**src/rtl/ex_muldiv_pkg.sv**
```systemverilog
// Shared constants for the iterative multiply/divide unit: op encodings
// and FSM state encodings.
package ex_muldiv_pkg;

  typedef enum logic [1:0] {
    OP_MULT  = 2'b00,
    OP_MULTU = 2'b01,
    OP_DIV   = 2'b10,
    OP_DIVU  = 2'b11
  } op_e;

  typedef enum logic [1:0] {
    S_IDLE   = 2'b00,
    S_CALC   = 2'b01,
    S_FINISH = 2'b10
  } state_e;

endpackage

```
**src/rtl/ex_muldiv_div_step.sv**
```systemverilog
// One radix-2 restoring divide step on unsigned magnitudes: shift in the
// next dividend bit, subtract the divisor when it fits, record the quotient bit.
module div_step #(
  parameter int WIDTH = 32
) (
  input  logic [WIDTH-1:0] i_rem,
  input  logic [WIDTH-1:0] i_quo,
  input  logic [WIDTH-1:0] i_divisor,
  output logic [WIDTH-1:0] o_rem,
  output logic [WIDTH-1:0] o_quo
);

  logic [WIDTH:0]   w_shifted;
  logic [WIDTH-1:0] w_diff;
  logic             w_fits;

  // The true difference is below the divisor, so WIDTH bits hold it exactly.
  always_comb begin
    w_shifted = {i_rem, i_quo[WIDTH-1]};
    w_fits    = (w_shifted >= {1'b0, i_divisor});
    w_diff    = w_shifted[WIDTH-1:0] - i_divisor;
    o_rem     = w_fits ? w_diff : w_shifted[WIDTH-1:0];
    o_quo     = {i_quo[WIDTH-2:0], w_fits};
  end

endmodule

```
**src/rtl/ex_muldiv.sv**
```systemverilog
// Iterative MIPS-style HI/LO multiply/divide unit: fixed WIDTH+2 cycle
// latency, magnitude datapath with sign fix-up on completion.
module ex_muldiv
  import ex_muldiv_pkg::*;
#(
  parameter int WIDTH = 32,
  parameter int CNT_W = $clog2(WIDTH + 1)
) (
  input  logic             clk,
  input  logic             rst,
  input  logic             start,
  input  logic [1:0]       op,
  input  logic [WIDTH-1:0] opnd_a,
  input  logic [WIDTH-1:0] opnd_b,
  input  logic             flush,
  input  logic             hi_we,
  input  logic             lo_we,
  input  logic [WIDTH-1:0] hi_wdata,
  input  logic [WIDTH-1:0] lo_wdata,
  output logic             stall_req,
  output logic             done,
  output logic [WIDTH-1:0] res_hi,
  output logic [WIDTH-1:0] res_lo,
  output logic [WIDTH-1:0] hi_o,
  output logic [WIDTH-1:0] lo_o
);

  state_e             r_state, w_nextState;
  logic [CNT_W-1:0]   r_cnt;
  op_e                r_op;
  logic [WIDTH-1:0]   r_hiPart, r_loPart, r_mcand, r_origA;
  logic [WIDTH-1:0]   r_hi, r_lo;
  logic               r_negRes, r_negRem, r_divZero;

  logic               w_accept, w_isSigned, w_signA, w_signB, w_latchedDiv;
  logic [WIDTH-1:0]   w_magA, w_magB;
  logic [WIDTH:0]     w_mulSum;
  logic [WIDTH-1:0]   w_divRem, w_divQuo;
  logic [2*WIDTH-1:0] w_prod, w_prodFix;
  logic [WIDTH-1:0]   w_resHi, w_resLo;

  assign w_isSigned   = (op_e'(op) == OP_MULT) || (op_e'(op) == OP_DIV);
  assign w_signA      = w_isSigned && opnd_a[WIDTH-1];
  assign w_signB      = w_isSigned && opnd_b[WIDTH-1];
  assign w_magA       = w_signA ? -opnd_a : opnd_a;
  assign w_magB       = w_signB ? -opnd_b : opnd_b;
  assign w_latchedDiv = (r_op == OP_DIV) || (r_op == OP_DIVU);

  // Shift-add multiply: {r_hiPart, r_loPart} is the product register with
  // the multiplier consumed from its low end.
  assign w_mulSum = {1'b0, r_hiPart} + (r_loPart[0] ? {1'b0, r_mcand} : '0);

  div_step #(.WIDTH(WIDTH)) u_divStep (
    .i_rem     (r_hiPart),
    .i_quo     (r_loPart),
    .i_divisor (r_mcand),
    .o_rem     (w_divRem),
    .o_quo     (w_divQuo)
  );

  always_ff @(posedge clk) begin
    if (rst) r_state <= S_IDLE;
    else     r_state <= w_nextState;
  end

  always_comb begin
    w_nextState = r_state;
    w_accept    = 1'b0;
    stall_req   = 1'b0;
    done        = 1'b0;
    case (r_state)
      S_IDLE: begin
        w_accept  = start && !flush;
        stall_req = w_accept;
        if (w_accept) w_nextState = S_CALC;
      end
      S_CALC: begin
        stall_req = !flush;
        if (flush)                              w_nextState = S_IDLE;
        else if (r_cnt == CNT_W'(WIDTH - 1))    w_nextState = S_FINISH;
      end
      S_FINISH: begin
        done        = !flush;
        w_nextState = S_IDLE;
      end
      default: w_nextState = S_IDLE;
    endcase
  end

  always_ff @(posedge clk) begin
    if (rst) begin
      r_cnt     <= '0;
      r_op      <= OP_MULT;
      r_hiPart  <= '0;
      r_loPart  <= '0;
      r_mcand   <= '0;
      r_origA   <= '0;
      r_negRes  <= 1'b0;
      r_negRem  <= 1'b0;
      r_divZero <= 1'b0;
    end else if (w_accept) begin
      r_cnt     <= '0;
      r_op      <= op_e'(op);
      r_hiPart  <= '0;
      r_loPart  <= op[1] ? w_magA : w_magB;
      r_mcand   <= op[1] ? w_magB : w_magA;
      r_origA   <= opnd_a;
      r_negRes  <= w_signA ^ w_signB;
      r_negRem  <= w_signA;
      r_divZero <= op[1] && (opnd_b == '0);
    end else if (r_state == S_CALC && !flush) begin
      r_cnt <= r_cnt + CNT_W'(1);
      if (w_latchedDiv) begin
        r_hiPart <= w_divRem;
        r_loPart <= w_divQuo;
      end else begin
        r_hiPart <= w_mulSum[WIDTH:1];
        r_loPart <= {w_mulSum[0], r_loPart[WIDTH-1:1]};
      end
    end
  end

  // Sign fix-up of the magnitude result, plus the divide-by-zero override.
  assign w_prod    = {r_hiPart, r_loPart};
  assign w_prodFix = r_negRes ? -w_prod : w_prod;

  always_comb begin
    w_resHi = w_prodFix[2*WIDTH-1:WIDTH];
    w_resLo = w_prodFix[WIDTH-1:0];
    if (w_latchedDiv) begin
      if (r_divZero) begin
        w_resHi = r_origA;
        w_resLo = '1;
      end else begin
        w_resHi = r_negRem ? -r_hiPart : r_hiPart;
        w_resLo = r_negRes ? -r_loPart : r_loPart;
      end
    end
  end

  assign res_hi = done ? w_resHi : '0;
  assign res_lo = done ? w_resLo : '0;

  always_ff @(posedge clk) begin
    if (rst) begin
      r_hi <= '0;
      r_lo <= '0;
    end else if (done) begin
      r_hi <= w_resHi;
      r_lo <= w_resLo;
    end else if (r_state == S_IDLE) begin
      if (hi_we) r_hi <= hi_wdata;
      if (lo_we) r_lo <= lo_wdata;
    end
  end

  assign hi_o = r_hi;
  assign lo_o = r_lo;

endmodule

```
**config.mk**
```make
export PLATFORM = sky130hd
export DESIGN_NAME = ex_muldiv
export DESIGN_NICKNAME = d
export VERILOG_FILES = /design/src/rtl/ex_muldiv_pkg.sv /design/src/rtl/ex_muldiv_div_step.sv /design/src/rtl/ex_muldiv.sv
export SDC_FILE = /design/constraint.sdc
export NUM_CORES = 1
export LEC_CHECK = 0
export BUFFER_PORTS_ARGS = -buffer_cell sky130_fd_sc_hd__buf_2
export CORE_MARGIN = 10
export CORE_UTILIZATION = 50
export CTS_CLUSTER_SIZE = 30
export DETAILED_ROUTE_END_ITERATION = 8
export PLACE_DENSITY = 0.77
export SYNTH_ARGS = -nofsm -noshare
export SYNTH_HDL_FRONTEND = slang
export SYNTH_SLANG_ARGS = --single-unit
```
**constraint.sdc**
```tcl
create_clock -name clk -period 4.5 [get_ports clk]
set_input_delay 0.675 -clock clk [delete_from_list [all_inputs] [get_ports clk]]
set_output_delay 0.675 -clock clk [all_outputs]
set_load 0.005 [all_outputs]
```
==> results.toml <==
[worst_setup_path]
crit_path_start_kind = "flop"
worst-endpoint-arrival_ns = 3.76
worstSetupEndpointType = "output pin"
worst-path-max-fanout = 8
criticalPathCategory = "reg -> out"
required_ns = 3.83
slowest_delay_ns = 0.56
crit_chain = "or4_4 -> or4b_4 -> or4_4 -> buf_12 -> or2_4 -> buf_6 -> o211ai_2 -> o31ai_2 -> a221oi_2 -> buf_2"
critPathBufInv = 3
path_delay_family = "simple AND/OR/NAND/NOR gates"
slowest_stage = "or4_4"
cp_common_cell = "or4_4"

[final_layout]
final-seq-area_mm2 = 0.004096
n_fill_cell = 3037
final_cell_area_mm2 = 0.01950
multi_input_area_mm2 = 0.01184
nets = 2713
final_core_util = 0.5947
area_growth_pct = 16.36
drive_gt1_frac = 0.1879

[sta]
rsz0062_at_grt = "true"
final.min_clock_period_ns = 4.430
fmax_mhz = 225.7
worst_pin_slew_ns = 1.113
setup_viol_count_final = 0
slew_headroom = 0.2553
tns_ns = 0
finalClockSkew_ns = 0.01468
hold_viol_final = 0
fin_crit_sh = 0.9846
slew_viol_final = 0

[synthesis]
synth_top_area_frac = 0.2437
synth.avg_cell_area_um2 = 7.201
synthAdderAreaFrac = 0.05391
muxShareOfSynthArea = 0.04988
ys_top_cells_by_area = "dfxtp_1 (24%), a21oi_1 (9.3%), nand2_1 (5.7%)"
synth_edf_count = 0
synth_commonest_cells = "a21oi_1 (311), nand2_1 (254), nor2_1 (249), dfxtp_1 (204), clkbuf_1 (160)"
syn_area_mm2 = 0.01676
synth_nets = 2534
synth_compound_area_frac = 0.2993
ys_seq_elements = 204
yosys_warnings = 0
ys_seq_area_frac = 0.2437
synth_top_cell_by_area = "dfxtp_1"
synth_top_family_by_area = "compound AO/OA/AOI/OAI gates"
synthCells = 2327
yosys.cell_count.top_type = "a21oi_1"
synth.distinct_cells = 77
synth_async_sr_flop_share = 0
synthSimpleGateAreaFrac = 0.1984
synth-xor-area-share = 0.09565
synthFlopType = "dfxtp_1"

[detailed_routing]
vias = 18752
drc_errors = 0
routed_wl_um = 67480
dr.pass1.iters = 6
ant_nets = 0
via_per_inst = 6.324
drtIter0Drc = 2224
wl_per_cell_um = 22.76

[power_and_ir_drop]
leakagePower_uw = 0.008055
p_per_area_mw_per_mm2 = 291.6
p_total_uw = 5686
vdd_ir_drop_max_v = 0.0002817

[clock_network]
numCtsBuffers = 24
hold_buffers = 0
tritoncts = "built"
clockBufferDepth = 3
clk_pin_slew_ns = 0.06
clkLatencyLatePin_ns = 0.54
h-tree-depth = 1
root_buffer = "clkbuf_16"
clock_sinks = 204

[job]
maxCapViolations = 0

[global_route]
grt_antenna_before_repair = 3
globalRouteTotalUtil = 0.3072
overflow = 0
grt_start_max_net_pins = 75
grt_pass1_vias = 17249
grt_pass1_wl_um = 101700

[floorplanning]
rows = 66
core_area_mm2 = 0.03278
ios = 266
die_area_mm2 = 0.04124
die-height_um = 203.1
start_util = 0.5111
die_width_um = 203.1

[placement]
post_dp_cell_area_mm2 = 0.01843
dp_hpwl_um = 52110
globalplace.congestion = 0.9993
io_buffers = 265

[run_status]
status = "finished clean"

[worst_hold_path]
hold_path.class = "in -> reg"
-- routing by layer --
metal	up-vias	track usage	share of wire
met5	-	0	0.00046
met4	4	0.1029	0.032
met3	141	0.06655	0.11
met2	1055	0.4808	0.44
met1	8809	0.4096	0.42
li1	8743	-	-
-- where the power goes --
part / switching, uW / internal (uW) / total (uW)
Combinational: 974 / 631 / 1600
Clock: 805 / 1250 / 2060
Sequential: 119 / 1910 / 2030
-- cell families (layout without fill, tap and decap cells) --
| kind of cell | Yosys count | count (layout) |
|---|---|---|
| simple gates | 731 | 731 |
| mux | 80 | 80 |
| buf+inv | 257 | 452 |
| compound gates | 801 | 801 |
| fa+ha+maj | 71 | 71 |
| other cells | 0 | 1 |
| flops | 204 | 204 |
| xor+xnor | 183 | 183 |
-- through the flow --
step | cells | hold slack (ns) | worst slack [ns]
after floorplan | 2327 | 0.4254 | 0.7537
final | 2965 | 0.3913 | 0.06951
after global placement | 2909 | 0.4411 | 0.3788
after CTS | 2956 | 0.3804 | 0.006853
after detailed placement | 2909 | 0.4454 | 0.3023
after global routing | 2964 | 0.3998 | -0.01020
-- what timing repair did --
action | CTS | global route
gates resized for setup | 15 | 13
buffers inserted | 5 | 8
endpoints found under the setup margin | 11 | 16
pin swaps | 7 | 7
-- path summary, 6_finish.rpt --
path	start	to	slack [ns]	cells past startpoint
min	lo_wdata[20]	lo_o[20]$_SDFFE_PP0P_	0.39	3
min reg2reg	r_mcand[10]$_SDFFE_PP0P_	r_mcand[10]$_SDFFE_PP0P_	0.45	2
max	r_loPart[16]$_SDFFE_PP0N_	res_hi[17]	0.07	10
max reg2reg	r_hiPart[8]$_SDFFE_PP0P_	r_hiPart[11]$_SDFFE_PP0P_	0.61	10
-- placed cells by master, fill, tap and decap left out, types with 29 or more instances in the layout --
master / count
a21oi_1: 310
buf_2: 264
nand2_1: 253
nor2_1: 249
dfxtp_1: 200
o21ai_0: 142
xnor2_1: 95
xor2_1: 88
buf_4: 73
inv_1: 69
ha_1: 69
o211ai_1: 55
mux2i_1: 52
a211oi_1: 49
nand3_1: 31
a21o_1: 29
o22ai_1: 29
-- registers in the layout, indices dropped and copies added (netlist names) --
name	cells
hi_o	32
lo_o	32
r_hiPart	32
r_loPart	32
r_mcand	32
r_origA	32
r_cnt	6
r_state	2
r_divZero	1
r_negRem	1
r_negRes	1
r_op	1
-- area by class of cell --
class | count | area share
multi-input combinational | 1866 | 0.6071
sequential | 204 | 0.2101
tap | 442 | 0.02836
antenna | 1 | 0.0001283
clock inverter | 6 | 0.006161
inverter | 70 | 0.01348
clock buffer | 36 | 0.03619
timing repair buffer | 340 | 0.09850
-- worst reg2reg max path: cells and delay by family, from the launching register on --
| family | cells | cell delay, ns |
|---|---|---|
| buffers and inverters | 1 | 0.19 |
| AO/OA/AOI/OAI | 4 | 1.49 |
| flip-flops | 1 | 0.73 |
| multiplexers | 1 | 0.35 |
| adder cells (fa/ha/maj) | 1 | 0.36 |
| AND/OR/NAND/NOR | 3 | 0.65 |
(Power assumes the default switching activity.)
